===== src/rtl/lfsr_pkg.sv =====
// Shared types and constants for the 4-bit XNOR LFSR step/seed front end.
package lfsr_pkg;

    localparam int LFSR_W      = 4;
    localparam int SYNC_STAGES = 2;

    localparam logic [LFSR_W-1:0] LOCKUP_SEED = 4'hF;
    localparam logic [LFSR_W-1:0] SAFE_SEED   = 4'h0;

    typedef enum logic {
        STOP = 1'b0,
        RUN  = 1'b1
    } step_state_t;

    // An XNOR LFSR loaded with all ones never leaves that state.
    function automatic logic [LFSR_W-1:0] sanitize_seed(input logic [LFSR_W-1:0] seed);
        return (seed == LOCKUP_SEED) ? SAFE_SEED : seed;
    endfunction

endpackage


===== src/rtl/btn_conditioner.sv =====
// Raw push-button to single-cycle press pulse: synchronizer, debouncer and
// rising-edge detector.
module btn_conditioner
    import lfsr_pkg::*;
#(
    parameter int DEBOUNCE_CNT = 50_000
) (
    input  logic clk,
    input  logic rst_n,
    input  logic ena,
    input  logic btn_raw,
    output logic press
);

    localparam int CNT_W = (DEBOUNCE_CNT > 1) ? $clog2(DEBOUNCE_CNT) : 1;
    localparam logic [CNT_W-1:0] CNT_LAST = CNT_W'(DEBOUNCE_CNT - 1);

    logic [SYNC_STAGES-1:0] sync_reg;
    logic                   level_reg, level_next;
    logic [CNT_W-1:0]       cnt_reg, cnt_next;
    logic                   press_reg, press_next;
    logic                   btn_sync;

    assign btn_sync = sync_reg[SYNC_STAGES-1];
    assign press    = press_reg;

    // The synchronizer keeps sampling even while the design is disabled.
    always_ff @(posedge clk or negedge rst_n) begin
        if (!rst_n) begin
            sync_reg <= '0;
        end else begin
            sync_reg <= {sync_reg[SYNC_STAGES-2:0], btn_raw};
        end
    end

    always_comb begin
        level_next = level_reg;
        cnt_next   = cnt_reg;
        press_next = 1'b0;
        if (ena) begin
            if (btn_sync == level_reg) begin
                cnt_next = '0;
            end else if (cnt_reg == CNT_LAST) begin
                // Acceptance and the rising-edge pulse happen on the same edge.
                level_next = btn_sync;
                cnt_next   = '0;
                press_next = btn_sync;
            end else begin
                cnt_next = cnt_reg + 1'b1;
            end
        end
    end

    always_ff @(posedge clk or negedge rst_n) begin
        if (!rst_n) begin
            level_reg <= 1'b0;
            cnt_reg   <= '0;
            press_reg <= 1'b0;
        end else begin
            level_reg <= level_next;
            cnt_reg   <= cnt_next;
            press_reg <= press_next;
        end
    end

endmodule


===== src/rtl/lfsr_step_ctrl.sv =====
// Step/load strobe generator and seed sanitizer feeding the XNOR LFSR:
// RUN free-runs at PRESCALE cycles per step, STOP steps once per button press.
module lfsr_step_ctrl
    import lfsr_pkg::*;
#(
    parameter int PRESCALE     = 1_000_000,
    parameter int DEBOUNCE_CNT = 50_000
) (
    input  logic              clk,
    input  logic              rst_n,
    input  logic              ena,
    input  logic              run_sw,
    input  logic              step_btn,
    input  logic              load_btn,
    input  logic [LFSR_W-1:0] seed_in,
    output logic              step,
    output logic              load,
    output logic [LFSR_W-1:0] seed_q,
    output logic              running
);

    localparam int PRE_W = $clog2(PRESCALE);
    localparam logic [PRE_W-1:0] PRE_LAST = PRE_W'(PRESCALE - 1);

    localparam int BTN_STEP = 0;
    localparam int BTN_LOAD = 1;
    localparam int NUM_BTN  = 2;

    logic [NUM_BTN-1:0] btn_raw;
    logic [NUM_BTN-1:0] btn_press;

    assign btn_raw = {load_btn, step_btn};

    genvar gi;
    generate
        for (gi = 0; gi < NUM_BTN; gi++) begin : g_btn
            btn_conditioner #(
                .DEBOUNCE_CNT(DEBOUNCE_CNT)
            ) u_cond (
                .clk    (clk),
                .rst_n  (rst_n),
                .ena    (ena),
                .btn_raw(btn_raw[gi]),
                .press  (btn_press[gi])
            );
        end
    endgenerate

    logic [SYNC_STAGES-1:0] run_sync_reg;
    logic                   run_req_reg;

    // run_req_reg retimes the synchronized switch so the state register, and
    // with it running, moves three edges after the switch is sampled.
    always_ff @(posedge clk or negedge rst_n) begin
        if (!rst_n) begin
            run_sync_reg <= '0;
            run_req_reg  <= 1'b0;
        end else begin
            run_sync_reg <= {run_sync_reg[SYNC_STAGES-2:0], run_sw};
            run_req_reg  <= run_sync_reg[SYNC_STAGES-1];
        end
    end

    step_state_t       state_reg, state_next;
    logic [PRE_W-1:0]  pre_reg, pre_next;
    logic              step_reg, step_next;
    logic              load_reg, load_next;
    logic [LFSR_W-1:0] seed_reg, seed_next;
    logic              step_evt;
    logic              pre_clear;

    always_comb begin
        state_next = state_reg;
        pre_next   = pre_reg;
        step_next  = 1'b0;
        load_next  = 1'b0;
        seed_next  = seed_reg;
        step_evt   = 1'b0;
        pre_clear  = 1'b0;
        if (ena) begin
            case (state_reg)
                STOP:    if (run_req_reg)  state_next = RUN;
                RUN:     if (!run_req_reg) state_next = STOP;
                default: state_next = STOP;
            endcase

            step_evt = (state_reg == RUN) ? (pre_reg == PRE_LAST) : btn_press[BTN_STEP];

            // A load always beats a step landing in the same cycle.
            if (btn_press[BTN_LOAD]) begin
                load_next = 1'b1;
                seed_next = sanitize_seed(seed_in);
            end else begin
                step_next = step_evt;
            end

            pre_clear = (state_next != state_reg) || btn_press[BTN_LOAD] ||
                        (state_reg == STOP) || (pre_reg == PRE_LAST);
            pre_next  = pre_clear ? '0 : pre_reg + 1'b1;
        end
    end

    always_ff @(posedge clk or negedge rst_n) begin
        if (!rst_n) begin
            state_reg <= STOP;
            pre_reg   <= '0;
            step_reg  <= 1'b0;
            load_reg  <= 1'b0;
            seed_reg  <= SAFE_SEED;
        end else begin
            state_reg <= state_next;
            pre_reg   <= pre_next;
            step_reg  <= step_next;
            load_reg  <= load_next;
            seed_reg  <= seed_next;
        end
    end

    assign step    = step_reg;
    assign load    = load_reg;
    assign seed_q  = seed_reg;
    assign running = (state_reg == RUN);

endmodule


===== config.mk =====
export PLATFORM = sky130hd
export DESIGN_NAME = lfsr_step_ctrl
export DESIGN_NICKNAME = d
export VERILOG_FILES = /design/src/rtl/lfsr_pkg.sv /design/src/rtl/btn_conditioner.sv /design/src/rtl/lfsr_step_ctrl.sv
export SDC_FILE = /design/constraint.sdc
export NUM_CORES = 1
export LEC_CHECK = 0
export ABC_AREA = 1
export BUFFER_PORTS_ARGS = -buffer_cell sky130_fd_sc_hd__buf_2
export CAP_MARGIN = 20
export CORE_AREA = 3 3 87 89
export CTS_BUF_LIST = sky130_fd_sc_hd__clkbuf_4
export DETAILED_ROUTE_END_ITERATION = 16
export DIE_AREA = 0 0 90 92
export PLACE_DENSITY = 0.74
export SYNTH_ARGS = -nofsm -noshare
export SYNTH_HDL_FRONTEND = slang
export SYNTH_SLANG_ARGS = --single-unit

===== constraint.sdc =====
create_clock -name clk -period 3.14 [get_ports clk]
set_input_delay 0.157 -clock clk [delete_from_list [all_inputs] [get_ports clk]]
set_output_delay 0.157 -clock clk [all_outputs]
set_load 0.02 [all_outputs]

# Yosys cells after proc, flatten, opt, wreduce, memory -nomap -nowiden
# Cells that the tools add are included.
# word_totals
regBits	70
out_inout_bits	7
inputBits	10
# op_classes
n_addsub	3
muxes	19
eq_ne	7
reduce_logical	6
n_bitwise	3
# ops
op	n
two-way mux 16 bit	4
adder 16 x 1 -> 16 bit, second input constant	2
equality test 16 bit, second input constant	2
adder 20 x 1 -> 20 bit, second input constant	1
equality test 20 bit, second input constant	1
two-way mux 20 bit	1
two-way mux 1 bit	13
AND reduction 3 bit	2
equality test 4 bit, second input constant	1
two-way mux 4 bit	1
logical OR 1 bit	3
NOT 1 bit	3
equality test 1 bit	2
AND reduction 2 bit	1
inequality test 1 bit	1

# Logic depth before layout (Yosys ltp)
# Gate-level depths: netlist (run 1).
# depth
ltp_word	7
depth_mapped	10
ltp_nobuf	10

# Hierarchy
# Synthesis (run 1) repeated with hierarchy kept, for this count alone.
# unflattened
hier_cells	520
area_unflattened_um2	3922.5
# modules_own_cells
mod	area_per_inst_um2	cells_each	instances
btn_conditioner	1176.1	157	2
lfsr_step_ctrl	1570.3	206	1

# Least setup slack after synthesis (run 1)
# Ideal clock, no wire load.
# synth_path
kind	reg-to-reg
start	reg g_btn[1].u_cond.cnt_reg[0]
end	reg g_btn[1].u_cond.cnt_reg[12]
arrival_ps	1275
setup_ps	117
required_time_ps	3023
setup_slack_ps	1748
stages_incl_launch_ff	9
n_path_buf	0
cell_sequence	dfrtp_1 ha_1 nand2_1 nor2_1 nand2_1 nor2_1 or2_2 nand3_1 nand2_1
# synth_via
elab_chain_cells	3
word_cells_on_any_way	4
classes_between	add/sub (1); eq/ne (1); mux (2)
# synth_rtl
element	line_no	source
start, declared	btn_conditioner.sv:20	logic [CNT_W-1:0] cnt_reg, cnt_next;
start signal, assigned	btn_conditioner.sv:61	cnt_reg <= cnt_next;
adder 16 x 1 -> 16 bit / equality test 16 bit (equally long branches)	btn_conditioner.sv:49, btn_conditioner.sv:43	
two-way mux 16 bit *	btn_conditioner.sv:43	end else if (cnt_reg == CNT_LAST) begin
two-way mux 16 bit *	btn_conditioner.sv:41	if (btn_sync == level_reg) begin
# Every way passes the cells marked *; elsewhere a longest branch is shown, timed or not.
# A chain may end at the register's enable or synchronous reset.

# Final worst setup path (run 1)
# layout_path
start	reg g_btn[1].u_cond.cnt_reg[0]
end	reg g_btn[1].u_cond.cnt_reg[14]
# Same word-level chain as after synthesis.

==> impl_results.md, run 1 <==
- Drt initial violations: between 150 and 200
- Worst setup SP type: flip-flop
- Flops & latches, synth: 70
- Setup crit end kind: flip-flop
- Max incr delay on CP: roughly 420 ps
- Data required time of the critical path: roughly 3500 ps
- Gp weighted congestion: around 0.9
- Global Route Usage Sum: 19.4%
- Via density: 5.07
- Main synth FF type: dfrtp_1
- Clock Latency Late Sink: 430 ps
- Number of flip-flops in the largest register: 32
- Die Span X: approximately 90 µm
- Pwr/cell area: 386 nW/µm²
- Drt drc: 0
- Post-CTS resize count: 0
- Status: complete, no violations
- IO buf count: 16
- Dpl cell area: 3940 µm²
- N_diodes: 0
- Cts bufs inserted: 9
- RSZ-0062 raised after global routing: false
- Largest net degree at the start of global routing: 31
- Hold Crit Class: in2async
- Final HPWL DP: around 5400 µm
- R2r endpoint: g_btn[1].u_cond.cnt_reg[14]
- Area growth from synthesis to layout: 10.5%
- Clk pin slew, worst setup/hold paths: approximately 140 ps
- Nets: between 500 and 600
- # clock sinks: 70
- Relative slew slack: 62.0%
- CTS Root Cell: clkbuf_4
- Post-layout minimum cycle time: roughly 1700 ps
- Avg Cell Area, Syn: 7.45 µm²
- Core Region: ~6800 µm²
- CTS tree: done
- Clock skew: roughly 16 ps
- Initial antenna violation count: 0
- Synth cell types: 30
- VDD IR max: 0.265 mV
- Final setup fails: 0
- Synth Cell Area: 3760 µm²
- Met3 GRT Util: 5.17%
- Slowest CP cell: dfrtp_1
- Via count: between 3k and 4k
- Post-DRT Antenna Nets: 0
- Data arrival, critical path: approximately 2000 ps
- FFs w/ async S/R, synth: between 90% and 100%
- Fin. Hold Viols: 0
- Max Cap Viol: 0
- Buf/Inv on CP: 2
- DR pass1 iterations: 4
- Max Buffers Root-to-Sink: 2
- Worst-Margin Slew: 570 ps
- Post-synth net total: roughly 520
- Final Instance Area: between 4000 and 5000 µm²
- Worst Reg2Reg Path Length in Cells: 10
- Max Clk Rate: just under 0.6 GHz
- Rows: 30
- Crit Reg-Reg Startpoint: g_btn[1].u_cond.cnt_reg[0]
- Post-synthesis instance total: between 500 and 600
- # IOs: 17
- Drt wl/cell: roughly 12 µm
- Post-synth EDFFs: 0
- Htree depth: 3
- Reg2reg setup slack: 1460 ps
- GR Overflow Total: 0
- YS warnings: 0
- Vias in the first global route: between 2k and 3k
- Cell family with most CP delay: simple AND/OR/NAND/NOR gates
- Initial Util: between 50% and 60%
- Critical Path Most Common Cell: nand2_1
- Total die area: between 8000 and 9000 µm²
- GR peak layer: met2
- WS Path Type: reg2reg
- Fillers: between 600 and 700
- Share of layout cells above drive strength 1: a little over a tenth
- Met1 usage: roughly 25%
- Worst path cell trace: ha_1 > nand2_1 > nor2_1 > nand3_1 > inv_1 > nand2_1 > nand2_4 > inv_1 > nand3_1 > nand2_1
- Max-slew violations: 0
- Die Y: ~90 µm
- Setup TNS: 0 ps
- Final WL: ~7600 µm
- Register area share after synthesis: roughly 47%
- P_leak: between 1.5 and 2 nW
- Met2 usage: a little under a third
- Crit Path Max Fanout: 8
- Fin crit share: 53.7%
- First-pass GRT wire length: between 10000 and 15000 µm
worst reg2reg max path, stage by stage, from the launching register on:
cell     delay [ps]
dfrtp_1         420
ha_1            220
nand2_1         130
nor2_1          150
nand3_1          90
inv_1            60
nand2_1         120
nand2_4         150
inv_1           120
nand3_1          90
nand2_1          50
placed cells by master, fill, tap and decap left out, types with 4 or more instances in the layout:
| master | synthesis | routed |
|---|---|---|
| nor3_1 | 7 | 7 |
| nand4_1 | 7 | 7 |
| o22ai_1 | 9 | 9 |
| inv_1 | 59 | 59 |
| xor2_1 | 11 | 11 |
| clkbuf_4 | 0 | 9 |
| buf_2 | 1 | 16 |
| nand2_1 | 149 | 149 |
| o21ai_0 | 17 | 17 |
| inv_6 | 0 | 4 |
| nand3_1 | 49 | 49 |
| xnor2_1 | 5 | 5 |
| a21oi_1 | 8 | 8 |
| nor2_2 | 4 | 4 |
| nor2_1 | 75 | 75 |
| dlygate4sd3_1 | 0 | 8 |
| dfrtp_1 | 70 | 70 |
| nand2_2 | 6 | 6 |
where the power goes:
part / switching (W) / leakage [nW] / total (W) / internal [W]
registers: 0.0000152 / 0.955 / 0.000934 / 0.000919
logic: 0.0000657 / 0.953 / 0.0000972 / 0.0000315
clock network: 0.000383 / 0.0777 / 0.000573 / 0.000190
area by class of cell:
class	instances	area [µm²]	share of cell area [%]
clock buffer	9	67.6	1.63
multi-input combinational	367	1740	41.9
sequential	70	1750	42.1
tap	96	120	2.89
inverter	62	233	5.60
timing repair buffer	26	175	4.21
clock inverter	7	68.8	1.66
synthesized netlist by cell type (all sizes together), types with 3 or more instances:
cell / instances / share of area, %
ha: 3 / 1.0
xnor2: 5 / 1.2
nand3: 51 / 7.1
o22ai: 9 / 1.5
inv: 62 / 6.2
o21bai: 3 / 0.60
nand4: 7 / 1.2
nor3: 9 / 1.5
xor2: 11 / 2.6
a21oi: 9 / 1.3
nand2: 157 / 16
dfrtp: 70 / 47
o21ai: 18 / 2.4
nor2: 82 / 9.1
buf: 3 / 0.63
clkbuf: 3 / 0.30
how the worst max path moves through the flow:
stage | from | endpoint | slack, ps | cells past startpoint
2_1_floorplan | g_btn[1].u_cond.cnt_reg[0] | g_btn[1].u_cond.cnt_reg[12] | 1750 | 8
3_3_place_gp | ena | pre_reg[5] | 1400 | 6
5_1_grt | g_btn[1].u_cond.cnt_reg[0] | g_btn[1].u_cond.cnt_reg[14] | 1270 | 10
4_1_cts | g_btn[1].u_cond.cnt_reg[0] | g_btn[1].u_cond.cnt_reg[14] | 1460 | 10
6_report | g_btn[1].u_cond.cnt_reg[0] | g_btn[1].u_cond.cnt_reg[14] | 1460 | 10
3_5_place_dp | ena | pre_reg[5] | 1350 | 6
what timing repair did:
action / CTS / global route
setup buffers: 0 / 0
hold buffers: 8 / 0
hold endpoints to repair: 29 / 0
metrics by stage:
| step | hold slack [ps] | util, % | power [W] | cells | setup slack [ps] |
|---|---|---|---|---|---|
| 2_1_floorplan | -139 | - | 0.00100 | 505 | 1750 |
| 5_1_grt | 245 | 60.8 | 0.00168 | 637 | 1270 |
| 4_1_cts | 221 | 60.8 | 0.00163 | 637 | 1460 |
| 3_3_place_gp | 181 | 57.7 | 0.00104 | 613 | 1400 |
| 3_5_place_dp | 181 | 57.7 | 0.00104 | 613 | 1350 |
| 6_report | 241 | 60.8 | 0.00160 | 637 | 1460 |
cells by family after synthesis:
logic type / count (synthesis) / synth area share (%)
flops: 70 / 46.6
fa+ha+maj: 3 / 0.998
compound gates: 40 / 5.99
buf+inv: 68 / 7.12
simple gates: 308 / 35.6
xor+xnor: 16 / 3.73
per-layer routing:
| layer | vias up | wire [µm] |
|---|---|---|
| li1 | 1666 | - |
| met1 | 1502 | 3540 |
| met2 | 53 | 3680 |
| met3 | 6 | 295 |
| met4 | 0 | 59 |
| met5 | - | 0 |
Note: power is estimated with default switching activity, not from simulation.
==> run 2, diff against run 1 <==
==> constraint.sdc (replaced) <==
create_clock -name clk -period 1.6 [get_ports clk]
set_input_delay 0.08 -clock clk [delete_from_list [all_inputs] [get_ports clk]]
set_output_delay 0.08 -clock clk [all_outputs]
set_load 0.02 [all_outputs]
==> impl_results.md, run 2 (same netlist as run 1, synthesis figures left out) <==
- Non-filler instance count after layout: 645
- Int Pwr: between 0.002 and 0.0025 W
- Cts bufs inserted: 9
- Pre-CTS setup slack: roughly 43 ps
- Status: complete, no violations
- GR Overflow Total: 0
- IO buf count: 16
- Post-DRT Antenna Nets: 0
- # clock sinks: 70
- CTS Root Cell: clkbuf_4
- Commonest non-fill, non-tap cell in the layout: nand2_1
- Comb power frac: 7.3%
- Worst setup SP type: flip-flop
- Drt drc: 0
- Initial Util: 55.0%
- Relative slew slack: ~74%
- Slowest CP cell: dfrtp_1
- P_leak: 2.02 nW
- Core Region: ~6800 µm²
- Max-slew violations: 0
- DR pass1 iterations: 4
- Cell family with most CP delay: simple AND/OR/NAND/NOR gates
- RSZ-0062 raised after global routing: false
- Final WL: about 8000 µm
- Gp weighted congestion: 0.932
- Post-layout minimum cycle time: ~1500 ps
- First-pass GRT wire length: between 10000 and 15000 µm
- Hold Crit Class: in2reg
- Initial antenna violation count: 0
- WS Path Type: reg2reg
- Area growth from synthesis to layout: 13.3%
- Drt initial violations: ~250
- Final Instance Area: roughly 4300 µm²
- Clk pin slew, worst setup/hold paths: approximately 140 ps
- Via count: ~3.3k
- Number of flip-flops in the largest register: 32
- Share of layout cells above drive strength 1: a little over an eighth
- Pwr/cell area: 739 nW/µm²
- CTS tree: done
- Die Y: approximately 90 µm
- Final HPWL DP: 5420 µm
- Clock skew: 11.2 ps
- Clk pwr share: 34.6%
- N_diodes: 0
- Switching share of power: 28.8%
- Post-route setup slack: between 80 and 90 ps
- Via density: ~5.1
- Psw: 0.000906 W
- Rows: 30
- Max Clk Rate: roughly 0.66 GHz
- Data arrival, critical path: about 1800 ps
- Fin. Hold Viols: 0
- Max Cap Viol: 0
- Buf/Inv on CP: 0
- Nets: approximately 560
- Worst-Margin Slew: around 400 ps
- Largest net degree at the start of global routing: 71
- Die Span X: 90 µm
- Drt wl/cell: 12.1 µm
- Setup TNS: 0 ps
- Crit Path Max Fanout: 4
- Worst path cell trace: ha_1 > nand2_2 > nor2_1 > nand2_1 > nor2_1 > or2_2 > nand3_1 > nand2_1
- Dpl cells: 617
- Vias in the first global route: 3035
- Final setup fails: 0
- Core Util, Final: around 62%
- Global Route Usage Sum: between 15 and 20%
- Register share of total power: around three fifths
- Total die area: just over 8000 µm²
- Fin crit share: between 90% and 100%
- Dpl cell area: around 4000 µm²
- # IOs: 17
- Max incr delay on CP: roughly 430 ps
- Max Buffers Root-to-Sink: 2
- Setup crit end kind: flip-flop
- Data required time of the critical path: 1920 ps
- Commonest non-fill, non-tap cells in the layout: nand2_1, nor2_1, dfrtp_1
- VDD IR max: 0.556 mV
- Htree depth: 3
- Clock Latency Late Sink: ~430 ps
==> run 2: changes by cell type in the layout (fill, tap and decap cells not counted), sizes merged <==
cell	previous run	this run
buf	18	26
clkinvlp	0	1
clkinv	0	1
inv	69	67
==> run 2: power groups by stage <==
stage          clock network, W   logic, W  registers (W)
3_5_place_dp                  0   0.000190        0.00187
6_report                0.00109   0.000228        0.00183
3_3_place_gp                  0   0.000185        0.00186
2_1_floorplan                 0  0.0000969        0.00186
4_1_cts                 0.00112   0.000206        0.00183
5_1_grt                 0.00119   0.000256        0.00183
==> run 2: final timing paths <==
kind	from	to	slack, ps	depth (start not counted)
worst max-delay path	g_btn[1].u_cond.cnt_reg[0]	g_btn[1].u_cond.cnt_reg[12]	90	8
worst min-delay path	ena	g_btn[1].u_cond.cnt_reg[10]	90	2
worst max register to register	g_btn[1].u_cond.cnt_reg[0]	g_btn[1].u_cond.cnt_reg[12]	90	8
worst min register to register	g_btn[0].u_cond.sync_reg[0]	g_btn[0].u_cond.sync_reg[1]	360	0
max in group asynchronous	rst_n	g_btn[0].u_cond.cnt_reg[12]	1100	3
min in group asynchronous	rst_n	g_btn[1].u_cond.cnt_reg[6]	190	3
==> run 2: per-stage QoR <==
step	total power (W)	hold WS [ps]
4_1_cts	0.00316	77.1
3_5_place_dp	0.00205	136
6_report	0.00315	94.5
5_1_grt	0.00328	109
2_1_floorplan	0.00196	-216
3_3_place_gp	0.00205	134
==> run 2: area by class of cell <==
cell class	instances	area, µm²
clock inverters	7	62.6
fillers	613	2570
repair buffers	34	260
well taps	96	120
flip-flops and latches	70	1750
multi-input cells	367	1770
inverters	62	233
clock buffers	9	67.6
==> run 2: layer usage <==
layer | global-route usage, % | vias to the layer above | wire length, µm
li1 | - | 1677 | -
met1 | 26.3 | 1546 | 3590
met2 | 32.6 | 76 | 3750
met3 | 3.04 | 20 | 314
met4 | 9.06 | 0 | 170
met5 | 0 | - | 0
==> run 2: what timing repair did <==
action,4_1_cts,5_1_grt
endpoints found under the hold margin,77,0
hold buffers,8,0
resized for setup,1,8
setup buffers,0,4
pin swaps,0,2
endpoints found under the setup margin,3,19
==> run 3, diff against run 2 <==
--- a/config.mk
+++ b/config.mk
@@ -8,11 +8,11 @@
 export ABC_AREA = 1
 export BUFFER_PORTS_ARGS = -buffer_cell sky130_fd_sc_hd__buf_2
 export CAP_MARGIN = 20
-export CORE_AREA = 3 3 87 89
+export CORE_AREA = 3 3 101 103
 export CTS_BUF_LIST = sky130_fd_sc_hd__clkbuf_4
 export DETAILED_ROUTE_END_ITERATION = 16
-export DIE_AREA = 0 0 90 92
-export PLACE_DENSITY = 0.74
+export DIE_AREA = 0 0 104 106
+export PLACE_DENSITY = 0.58
 export SYNTH_ARGS = -nofsm -noshare
 export SYNTH_HDL_FRONTEND = slang
 export SYNTH_SLANG_ARGS = --single-unit
==> impl_results.md, run 3 (same netlist as run 1, synthesis figures left out) <==
- Int Pwr: roughly 0.0025 W
- Area growth from synthesis to layout: 17.0%
- Max Clk Rate: around 0.66 GHz
- Fin crit share: a little over nine tenths
- Crit path depth: 10
- Cts bufs inserted: 9
- Pwr/cell area: between 700 and 800 nW/µm²
- Comb power frac: under 10%
- Global Route Usage Sum: ~16%
- Commonest non-fill, non-tap cell in the layout: nand2_1
- Final HPWL DP: approximately 5700 µm
- Psw: 0.000831 W
- Cell family with most CP delay: simple AND/OR/NAND/NOR gates
- VDD IR max: a little over 0.4 mV
- Data arrival, critical path: 1840 ps
- Max Cap Viol: 0
- Hold Crit Class: in2reg
- Clock Latency Late Sink: 420 ps
- Die Span X: 104 µm
- Reg2reg setup slack: 70 ps
- Status: complete, no violations
- Max Buffers Root-to-Sink: 2
- # IOs: 17
- Number of flip-flops in the largest register: 32
- Worst-Margin Slew: roughly 430 ps
- Worst path cell trace: ha_2 > nand2_4 > nor2_4 > nand3_1 > inv_1 > nand2_2 > nand2_4 > clkinvlp_4 > nand3_1 > nand2_1
- Core Region: approximately 9300 µm²
- Final setup fails: 0
- P_leak: 2.07 nW
- Slowest CP cell: dfrtp_1
- Data required time of the critical path: about 1900 ps
- Total die area: ~11000 µm²
- Worst Reg2Reg Path Length in Cells: 10
- Via density: roughly 4.7
- Largest net degree at the start of global routing: 50
- Rows: 35
- Htree depth: 3
- CTS tree: done
- Clock skew: around 18 ps
- Switching share of power: about a quarter
- Max incr delay on CP: 380 ps
- Drt wl/cell: between 10 and 15 µm
- Final WL: approximately 8300 µm
- Drt initial violations: roughly 140
- Final Instance Area: 4400 µm²
- Initial Util: approximately 40%
- Worst Setup EP: g_btn[1].u_cond.cnt_reg[12]
- CP startpoint: g_btn[1].u_cond.cnt_reg[1]
- Setup crit end kind: flip-flop
- Clk pin slew, worst setup/hold paths: 130 ps
- Commonest non-fill, non-tap cells in the layout: nand2_1, nor2_1, dfrtp_1
- N_diodes: 0
- Buf/Inv on CP: 2
- Initial antenna violation count: 0
- Drt drc: 0
- GR Overflow Total: 0
- Dpl cell area: about 4000 µm²
- CTS Root Cell: clkbuf_4
- # clock sinks: 70
- Max-slew violations: 0
- Vias in the first global route: 3078
- Crit Reg-Reg Startpoint: g_btn[1].u_cond.cnt_reg[1]
- Clk pwr share: 38.7%
- Via count: 3240
- IO buf count: 16
- Relative slew slack: between 70% and 80%
- Post-layout minimum cycle time: ~1500 ps
- Post-DRT Antenna Nets: 0
- Die Y: around 110 µm
- Worst setup SP type: flip-flop
- WS Path Type: reg2reg
- Hold Slack: ~63 ps
- Share of layout cells above drive strength 1: roughly 15%
- Tot Pwr: approximately 0.0034 W
- Setup TNS: 0 ps
- Core Util, Final: a little under half
- Nets: 564
- Gp weighted congestion: approximately 0.83
- Fin. Hold Viols: 0
- DR pass1 iterations: 4
- Register share of total power: about 54%
- First-pass GRT wire length: between 10000 and 15000 µm
- Crit Path Max Fanout: 6
- R2r endpoint: g_btn[1].u_cond.cnt_reg[12]
[run 3: cell count changes in the layout (fill, tap and decap cells not counted), moves of 2 or more]
cell,before,now
buf_4,8,17
inv_6,4,0
clkinv_2,0,3
bufinv_16,0,2
[run 3: what timing repair did]
| action | CTS | global route |
|---|---|---|
| setup buffers | 2 | 6 |
| cloned | 0 | 0 |
| gates resized for setup | 3 | 14 |
| hold endpoints to repair | 77 | 0 |
| endpoints found under the setup margin | 5 | 28 |
| hold buffers | 8 | 0 |
| pin swaps | 1 | 3 |
[run 3: worst min-delay path by stage]
stage | start | endpoint | slack [ps] | cells after the start
after global routing | ena | pre_reg[11] | 80 | 5
after CTS | ena | pre_reg[11] | 20 | 5
after floorplan | rst_n | g_btn[0].u_cond.cnt_reg[0] | -220 | 0
after global placement | rst_n | g_btn[1].u_cond.cnt_reg[6] | 3 | 1
final | ena | pre_reg[11] | 60 | 5
after detailed placement | rst_n | g_btn[1].u_cond.cnt_reg[6] | 6 | 1
[run 3: final cells by class]
| cell class | instances | area, µm² |
|---|---|---|
| Tap cell | 129 | 161 |
| Sequential cell | 70 | 1750 |
| Clock buffer | 10 | 75.1 |
| Fill cell | 943 | 4880 |
| Multi-Input combinational cell | 367 | 1790 |
| Inverter | 62 | 238 |
| Clock inverter | 6 | 86.3 |
| Timing Repair Buffer | 41 | 303 |
[run 3: worst min-delay path, cell delays in order]
cell and delay (ps):
buf_2 170, nand2_1 80, nand2_1 40, nand2_1 50, nor2_1 40
[run 3: metrics by stage]
stage          worst slack (ps)  cells
3_3_place_gp               92.9    653
4_1_cts                    8.87    679
6_report                   74.8    685
5_1_grt                   -46.5    685
2_1_floorplan               208    505
3_5_place_dp               5.34    653
[run 3: layer usage]
metal	routed length [µm]	GRT usage [%]	vias up	part of all wire [%]
li1	-	-	1684	-
met1	4040	20.6	1516	49
met2	3930	26.8	33	48
met3	215	3.10	7	2.6
met4	75	4.84	0	0.91
met5	0	0	-	0
[run 3: power groups by stage]
stage / combinational [W] / sequential (W) / clock (W)
2_1_floorplan: 0.0000969 / 0.00186 / 0
3_3_place_gp: 0.000199 / 0.00186 / 0
3_5_place_dp: 0.000200 / 0.00186 / 0
4_1_cts: 0.000229 / 0.00183 / 0.00135
5_1_grt: 0.000274 / 0.00184 / 0.00143
6_report: 0.000241 / 0.00183 / 0.00131
